$ cat config.mk
export PLATFORM = sky130hd
export DESIGN_NAME = sram_req_arbiter
export DESIGN_NICKNAME = d
export VERILOG_FILES = /design/src/rtl/cpu_bus_pkg.sv /design/src/rtl/arb_id_fifo.sv /design/src/rtl/sram_req_arbiter.sv
export SDC_FILE = /design/constraint.sdc
export NUM_CORES = 1
export LEC_CHECK = 0
export ABC_AREA = 0
export CAP_MARGIN = 20
export CORE_AREA = 2 2 124 126
export DETAILED_ROUTE_END_ITERATION = 10
export DIE_AREA = 0 0 126 128
export GPL_ROUTABILITY_DRIVEN = 1
export GPL_TIMING_DRIVEN = 0
export PLACE_DENSITY = 0.6
export SLEW_MARGIN = 20
export SYNTH_ARGS = -nofsm -noshare
export SYNTH_HDL_FRONTEND = slang
export SYNTH_SLANG_ARGS = --single-unit
$ cat constraint.sdc
create_clock -name clk -period 1.7 [get_ports clk]
set_input_delay 0.255 -clock clk [delete_from_list [all_inputs] [get_ports clk]]
set_output_delay 0.255 -clock clk [all_outputs]
set_load 0.01 [all_outputs]
$ cat src/rtl/cpu_bus_pkg.sv
// Shared CPU-side SRAM bus definitions: requester IDs, transfer sizes, default widths.
package cpu_bus_pkg;

    localparam logic ID_INST = 1'b0;
    localparam logic ID_DATA = 1'b1;

    localparam logic [1:0] SIZE_BYTE = 2'd0;
    localparam logic [1:0] SIZE_HALF = 2'd1;
    localparam logic [1:0] SIZE_WORD = 2'd2;

    localparam int ADDR_W_DEF = 32;
    localparam int DATA_W_DEF = 32;

endpackage

$ cat src/rtl/arb_id_fifo.sv
// In-order requester-ID FIFO: one entry per accepted-but-unanswered transaction.
module arb_id_fifo #(
    parameter int DEPTH = 2
) (
    input  logic clk,
    input  logic resetn,
    input  logic push,
    input  logic pop,
    input  logic din,
    output logic head,
    output logic full,
    output logic empty
);

    localparam int PTR_W = (DEPTH > 1) ? $clog2(DEPTH) : 1;
    localparam int CNT_W = $clog2(DEPTH + 1);

    logic             mem [DEPTH];
    logic [PTR_W-1:0] wr_ptr;
    logic [PTR_W-1:0] rd_ptr;
    logic [CNT_W-1:0] count;

    function automatic logic [PTR_W-1:0] ptr_inc(input logic [PTR_W-1:0] p);
        return (p == PTR_W'(DEPTH - 1)) ? '0 : p + PTR_W'(1);
    endfunction

    // NOTE: storage is left unreset; an entry is only read once count says it was written.
    always_ff @(posedge clk) begin
        if (push) mem[wr_ptr] <= din;
    end

    always_ff @(posedge clk) begin
        if (!resetn) begin
            wr_ptr <= '0;
            rd_ptr <= '0;
            count  <= '0;
        end else begin
            if (push) wr_ptr <= ptr_inc(wr_ptr);
            if (pop)  rd_ptr <= ptr_inc(rd_ptr);
            case ({push, pop})
                2'b10:   count <= count + CNT_W'(1);
                2'b01:   count <= count - CNT_W'(1);
                default: count <= count;
            endcase
        end
    end

    assign head  = mem[rd_ptr];
    assign full  = (count == CNT_W'(DEPTH));
    assign empty = (count == '0);

endmodule

$ cat src/rtl/sram_req_arbiter.sv
// Shares one SRAM-like slave port between the IF and data requesters, routing responses in order.
// Optional `ARB_RR_EN: round-robin between simultaneous requests instead of fixed data priority.
module sram_req_arbiter
    import cpu_bus_pkg::*;
#(
    parameter int OUTSTANDING = 2,
    parameter int ADDR_W      = ADDR_W_DEF,
    parameter int DATA_W      = DATA_W_DEF
) (
    input  logic              clk,
    input  logic              resetn,

    input  logic              inst_req,
    input  logic              inst_wr,
    input  logic [1:0]        inst_size,
    input  logic [3:0]        inst_wstrb,
    input  logic [ADDR_W-1:0] inst_addr,
    input  logic [DATA_W-1:0] inst_wdata,
    output logic              inst_addr_ok,
    output logic              inst_data_ok,
    output logic [DATA_W-1:0] inst_rdata,

    input  logic              data_req,
    input  logic              data_wr,
    input  logic [1:0]        data_size,
    input  logic [3:0]        data_wstrb,
    input  logic [ADDR_W-1:0] data_addr,
    input  logic [DATA_W-1:0] data_wdata,
    output logic              data_addr_ok,
    output logic              data_data_ok,
    output logic [DATA_W-1:0] data_rdata,

    output logic              req,
    output logic              wr,
    output logic [1:0]        size,
    output logic [3:0]        wstrb,
    output logic [ADDR_W-1:0] addr,
    output logic [DATA_W-1:0] wdata,
    input  logic              addr_ok,
    input  logic              data_ok,
    input  logic [DATA_W-1:0] rdata
);

    logic lock;
    logic lock_id;
    logic sel_id;
    logic sel_req;
    logic push;
    logic pop;
    logic head_id;
    logic fifo_full;
    logic fifo_empty;

`ifdef ARB_RR_EN
    logic rr_last;  // 1 = data was granted last
`endif

    // NOTE: always_comb assigns a default first so no path leaves sel_id unassigned (no latch).
    always_comb begin
        sel_id = ID_INST;
        if (lock) begin
            sel_id = lock_id;
`ifdef ARB_RR_EN
        end else if (data_req && inst_req) begin
            sel_id = rr_last ? ID_INST : ID_DATA;
`endif
        end else if (data_req) begin
            sel_id = ID_DATA;
        end
    end

    assign sel_req = (sel_id == ID_DATA) ? data_req : inst_req;
    assign req     = sel_req & ~fifo_full;
    assign wr      = (sel_id == ID_DATA) ? data_wr    : inst_wr;
    assign size    = (sel_id == ID_DATA) ? data_size  : inst_size;
    assign wstrb   = (sel_id == ID_DATA) ? data_wstrb : inst_wstrb;
    assign addr    = (sel_id == ID_DATA) ? data_addr  : inst_addr;
    assign wdata   = (sel_id == ID_DATA) ? data_wdata : inst_wdata;

    assign push = req & addr_ok;
    assign pop  = data_ok & ~fifo_empty;

    assign inst_addr_ok = push & (sel_id == ID_INST);
    assign data_addr_ok = push & (sel_id == ID_DATA);
    assign inst_data_ok = pop & (head_id == ID_INST);
    assign data_data_ok = pop & (head_id == ID_DATA);
    assign inst_rdata   = rdata;
    assign data_rdata   = rdata;

    // A presented but unaccepted request keeps the grant until the slave takes it.
    always_ff @(posedge clk) begin
        if (!resetn) begin
            lock    <= 1'b0;
            lock_id <= ID_INST;
        end else if (req) begin
            lock    <= ~addr_ok;
            lock_id <= sel_id;
        end
    end

`ifdef ARB_RR_EN
    always_ff @(posedge clk) begin
        if (!resetn)   rr_last <= 1'b0;
        else if (push) rr_last <= sel_id;
    end
`endif

    arb_id_fifo #(
        .DEPTH (OUTSTANDING)
    ) u_id_fifo (
        .clk    (clk),
        .resetn (resetn),
        .push   (push),
        .pop    (pop),
        .din    (sel_id),
        .head   (head_id),
        .full   (fifo_full),
        .empty  (fifo_empty)
    );

endmodule
==> results.md, run 1 <==
- Status: finished with violations
- Failing checks: negative setup slack
- Leak: 2.14 nW
- Fin Setup TNS: -20.04 ns
- Cell Area, Placed: 4930 um^2
- Syn Inst Count: 189
- Final Core Density: 33.5%
- Area share of the largest cell type after synthesis: 40.4%
- R2r startpoint: lock
- Pre-CTS setup slack: -1.04 ns
- Crit path time final: 2.06 ns
- Post-route cell area: 4980 um^2
- Largest net degree at the start of global routing: 11
- Clock Path Buffers: 2
- Fillcell total: 1545
- Crit-path cells: mux2i_4 > buf_12 > buf_8 > mux2_2 > dlygate4sd2_1
- Antenna cells: 0
- Die area: 16100 um^2
- MaxCap Viol Count: 0
- Worst VDD drop: 0.292 mV
- Sw power: 0.000942 W
- Initial core utilization: 12.2%
- CP startpoint: lock
- Clock Latency Late Sink: 0.24 ns
- Setup slack, reg-to-reg: -0.16 ns
- Proportion of layout cells with a drive suffix above 1: 41.4%
- Critical Path End Type: output port
- Sequential Power Share: 12.0%
- Largest cells by area after synthesis: mux2_2 40%, buf_4 27%, dfxtp_1 7.7%
- Crit share post-route: 121%
- Initial antenna violation count: 0
- CTS Buf Count: 3
- CP top delay family: buffers and inverters
- Sw Ratio: 32.8%
- DR vias: 2431
- Port Buffers: 287
- Total area of sequential cells: 206 um^2
- Routed vias/inst: 3.61
- DRT iter0 DRCs: 46
- RSZ-0062 raised after global routing: yes
- IO Count: 320
- Internal power: 0.00193 W
- DP HPWL: 7730 um
- 1st-pass router iterations: 3
- Clock Skews: 0.000823 ns
- Final WS setup: -0.359 ns
- Clock share of power: 14.8%
- DRC: 0
- Die X-Extent: 126 um
- Number of global-route vias before repair: 2506
- Antenna viol nets, final: 0
- Total gr overflow: 0
- Hold WC Path Type: reg2reg
- GP Congestion: 0.750
- Yosys synthesis warning count: 0
- Multi-input logic area: 1070 um^2
- FP Rows: 45
- Cell variety after synth: 24
- Worst-Margin Slew: 0.354 ns
- Crit path DAT: 1.80 ns
- FMAX: 486 MHz
- Sequential area share after synthesis: 11.1%
- Critical Path Source Type: register
- Maximum fanout along the worst path: 10
- Critical Path RT: 1.44 ns
- Area added between synthesis and finish: 175%
- FF+latch count, synth: 9
- Final setup viols: 74
- CP max stage delay: 0.36 ns
- DR WL/cell: 13.1 um
- H-Tree Level Count: 1
- Core area: 14900 um^2
- Largest area contributor in the netlist: mux2_2
- Hold Buf Count CTS: 0
- CTS tree: done
- Syn avg cell area: 9.58 um^2
- Chip Height: 128 um
- Final Max Slew Viols: 0
- WL final: 8800 um
- Clock net sink count: 9
- Hold Startpoint: u_id_fifo.wr_ptr
- # nets final: 667
- Synth Net Count: 370
- Clock transition at path regs: 0.04 ns
- First-pass GRT wire length: 12200 um
- Worst path slowest cell: dfxtp_4
- Pwr Density: 575 nW/um^2
- Post-synth design cell area: 1810 um^2
- Root buffer cell: clkbuf_16
- Total Routing Usage GR: 9.43%
- Slew margin rel.: 76.2%
- WHS: 0.488 ns
- Crit path buffers/inverters: 3
- Worst setup path class: reg2out
- Logic pwr share: 73.2%
- Fin. Hold Viols: 0
## power groups by stage
stage | clock network, W | registers (W) | logic, W
2_1_floorplan | 0 | 0.000327 | 0.000996
6_report | 0.000425 | 0.000343 | 0.00210
3_3_place_gp | 0 | 0.000334 | 0.00214
4_1_cts | 0.000433 | 0.000336 | 0.00208
3_5_place_dp | 0 | 0.000340 | 0.00216
5_1_grt | 0.000442 | 0.000349 | 0.00223
## what timing repair did
action	4_1_cts	5_1_grt
buffers inserted	8	1
cloned	0	0
endpoints found under the setup margin	80	75
pin swaps	1	3
gates resized for setup	153	51
## layer usage
metal | vias up | share of wire, % | global-route usage, %
met4 | 0 | 0.64 | 1.81
li1 | 1176 | - | -
met1 | 1084 | 35 | 10.1
met2 | 164 | 54 | 18.2
met3 | 7 | 11 | 2.96
met5 | - | 0 | 0
## synthesized netlist by cell type (all sizes together)
cell / number
dfxtp: 7
buf: 72
a21oi: 2
a2111o: 1
a211oi: 1
o31ai: 1
inv: 5
nor2: 9
o21ai: 2
nor2b: 2
and3: 1
ha: 1
edfxtp: 2
or3b: 1
or3: 1
mux2i: 4
mux2: 71
o21bai: 1
xor2: 2
nand2: 2
xnor2: 1
## cell usage in the layout (no fill, tap or decap), types with 2 or more instances in the layout
cell,n
clkdlybuf4s50_1,209
buf_4,68
mux2_2,62
dlygate4sd2_1,35
clkbuf_2,19
clkdlybuf4s15_2,12
nor2_1,8
buf_2,7
buf_8,6
mux2_4,6
inv_1,5
buf_6,5
dfxtp_1,4
mux2i_1,3
mux2_1,3
clkbuf_16,3
nor2b_1,2
buf_12,2
nand2_1,2
dfxtp_2,2
edfxtp_1,2
## per-stage QoR
step / total power, W / instances
2_1_floorplan: 0.00132 / 189
3_3_place_gp: 0.00248 / 664
3_5_place_dp: 0.00250 / 664
4_1_cts: 0.00285 / 672
5_1_grt: 0.00303 / 673
6_report: 0.00287 / 673
## worst paths after layout
check / to / cells after the start
min: u_id_fifo.wr_ptr / 2
max reg2reg: u_id_fifo.count[1] / 7
max: addr[27] / 5
min reg2reg: u_id_fifo.wr_ptr / 2
## cell type report
| class | instances | area share, % |
|---|---|---|
| clock buffer | 4 | 1.58 |
| multi-input combinational | 103 | 21.6 |
| inverter | 5 | 0.377 |
| timing repair buffer | 296 | 56.8 |
| tap | 188 | 4.72 |
| sequential | 9 | 4.14 |
| buffer | 68 | 10.9 |
## worst reg2reg max path: stages, from the launching register on
cell and delay (ns):
dfxtp_4 0.35, buf_4 0.14, a2111o_1 0.42, buf_6 0.15
ha_4 0.15, xnor2_1 0.13, or3_4 0.33, a21oi_2 0.12
## cell families (layout without fill, tap and decap cells)
group / after synthesis / after routing / share of synthesized area (%)
mux: 75 / 75 / 47.1
flops: 9 / 9 / 11.1
buf+inv: 77 / 373 / 32.6
fa+ha+maj: 1 / 1 / 0.691
compound gates: 8 / 8 / 2.97
xor+xnor: 3 / 3 / 1.45
simple gates: 16 / 16 / 4.22
(Power assumes the default switching activity.)
==> run 2: changes to the inputs <==
Settings changed: TNS_END_PERCENT from default to 20.
==> results.md, run 2 (synthesis results as in run 1) <==
- Chip Height: 128 um
- Most common cell after layout, fill and taps aside: clkdlybuf4s50_1
- Worst setup path class: reg2out
- # nets final: 665
- Pwr Total: 0.00285 W
- Port Buffers: 287
- Clock Skews: 0.00133 ns
- Hold WC Path Type: reg2reg
- Clock transition at path regs: 0.04 ns
- FMAX: 485 MHz
- RSZ-0062 raised after global routing: yes
- Proportion of layout cells with a drive suffix above 1: 42.2%
- Status: finished with violations
- Final setup viols: 74
- DR vias: 2427
- Pre-CTS setup slack: -1.04 ns
- Final Core Density: 33.3%
- Final WS setup: -0.361 ns
- Crit share post-route: 121%
- WHS: 0.487 ns
- DP HPWL: 7730 um
- DR WL/cell: 13.1 um
- Crit path time final: 2.06 ns
- Failing checks: negative setup slack
- Commonest cells after routing, fill and taps aside: 208 x clkdlybuf4s50_1, 66 x buf_4, 61 x mux2_2, 30 x dlygate4sd2_1, 24 x clkbuf_2
- Number of global-route vias before repair: 2484
- WL final: 8790 um
- Clock Latency Late Sink: 0.24 ns
- Final Max Slew Viols: 0
- Critical Path End Type: output port
- Largest net degree at the start of global routing: 11
- H-Tree Level Count: 1
- CTS tree: done
- Die area: 16100 um^2
- Fin. Hold Viols: 0
- First-pass GRT wire length: 12200 um
- Crit path DAT: 1.81 ns
- IO Count: 320
- Antenna viol nets, final: 0
- Pwr Density: 574 nW/um^2
- Area added between synthesis and finish: 174%
- GP Congestion: 0.750
- MaxCap Viol Count: 0
- Die X-Extent: 126 um
- 1st-pass router iterations: 2
- Core area: 14900 um^2
- DRT iter0 DRCs: 49
- Antenna cells: 0
- FP Rows: 45
- Worst-Margin Slew: 0.355 ns
- CTS Buf Count: 3
- Critical Path Source Type: register
- Critical Path RT: 1.44 ns
- Clock Path Buffers: 2
- Root buffer cell: clkbuf_16
- DRC: 0
- Maximum fanout along the worst path: 10
- Leak: 2.15 nW
- Worst VDD drop: 0.281 mV
- Initial antenna violation count: 0
- Total Routing Usage GR: 9.43%
- Routed vias/inst: 3.62
- Hold Buf Count CTS: 0
- Total gr overflow: 0
- Initial core utilization: 12.2%
- Slew margin rel.: 76.2%
- Clock net sink count: 9
==> run 2: stage by stage <==
step / std cells / TNS (ns) / area, um^2
floorplan: 189 / 0 / 1820
global placement: 664 / -72.74 / 4930
detailed placement: 664 / -75.11 / 4930
CTS: 671 / -23.34 / 5010
global route: 671 / -22.63 / 4950
finish: 671 / -18.92 / 4950
==> run 2: report_power, final <==
group | switching, W | total, W | leakage (nW) | internal, W
Sequential | 0.0000533 | 0.000342 | 0.0776 | 0.000289
Clock | 0.000110 | 0.000424 | 0.0382 | 0.000314
Combinational | 0.000774 | 0.00208 | 2.03 | 0.00130
==> run 2: per-layer routing <==
metal / global-route usage [%] / share of wire (%) / up-vias
li1: - / - / 1169
met1: 10.1 / 35 / 1087
met2: 18.2 / 53 / 164
met3: 2.96 / 10 / 7
met4: 1.81 / 0.65 / 0
met5: 0 / 0 / -
==> run 2: path summary, 6_finish.rpt <==
path	cells past startpoint	slack, ns	end	start
max	5	-0.36	addr[27]	lock
min	2	0.49	u_id_fifo.wr_ptr	u_id_fifo.wr_ptr
max reg2reg	6	-0.18	u_id_fifo.count[1]	lock_id
min reg2reg	2	0.49	u_id_fifo.wr_ptr	u_id_fifo.wr_ptr
==> run 2: critical path: stages (launching register included) <==
cell and delay, ns:
dfxtp_4 0.36, mux2i_4 0.24, buf_12 0.18, buf_8 0.15, mux2_2 0.34, dlygate4sd2_1 0.29
==> run 2: cell type report <==
type                       instances  area, um^2
buffer                            68         542
clock buffer                       4        78.8
sequential                         9         206
inverter                           5        18.8
tap                              188         235
multi-input combinational        103        1080
timing repair buffer             294        2800
fill                            1551        9910
==> run 2: timing repair <==
| item | CTS | global route |
|---|---|---|
| pin swaps | 1 | 1 |
| endpoints found under the setup margin | 80 | 75 |
| setup buffers | 7 | 0 |
| resized for setup | 153 | 67 |
==> run 3: changes to the inputs <==
Settings changed: PLACE_DENSITY 0.6 to default.
==> results of run 3 <==
The final DEF is identical to that of run 2; final timing and power are the same.
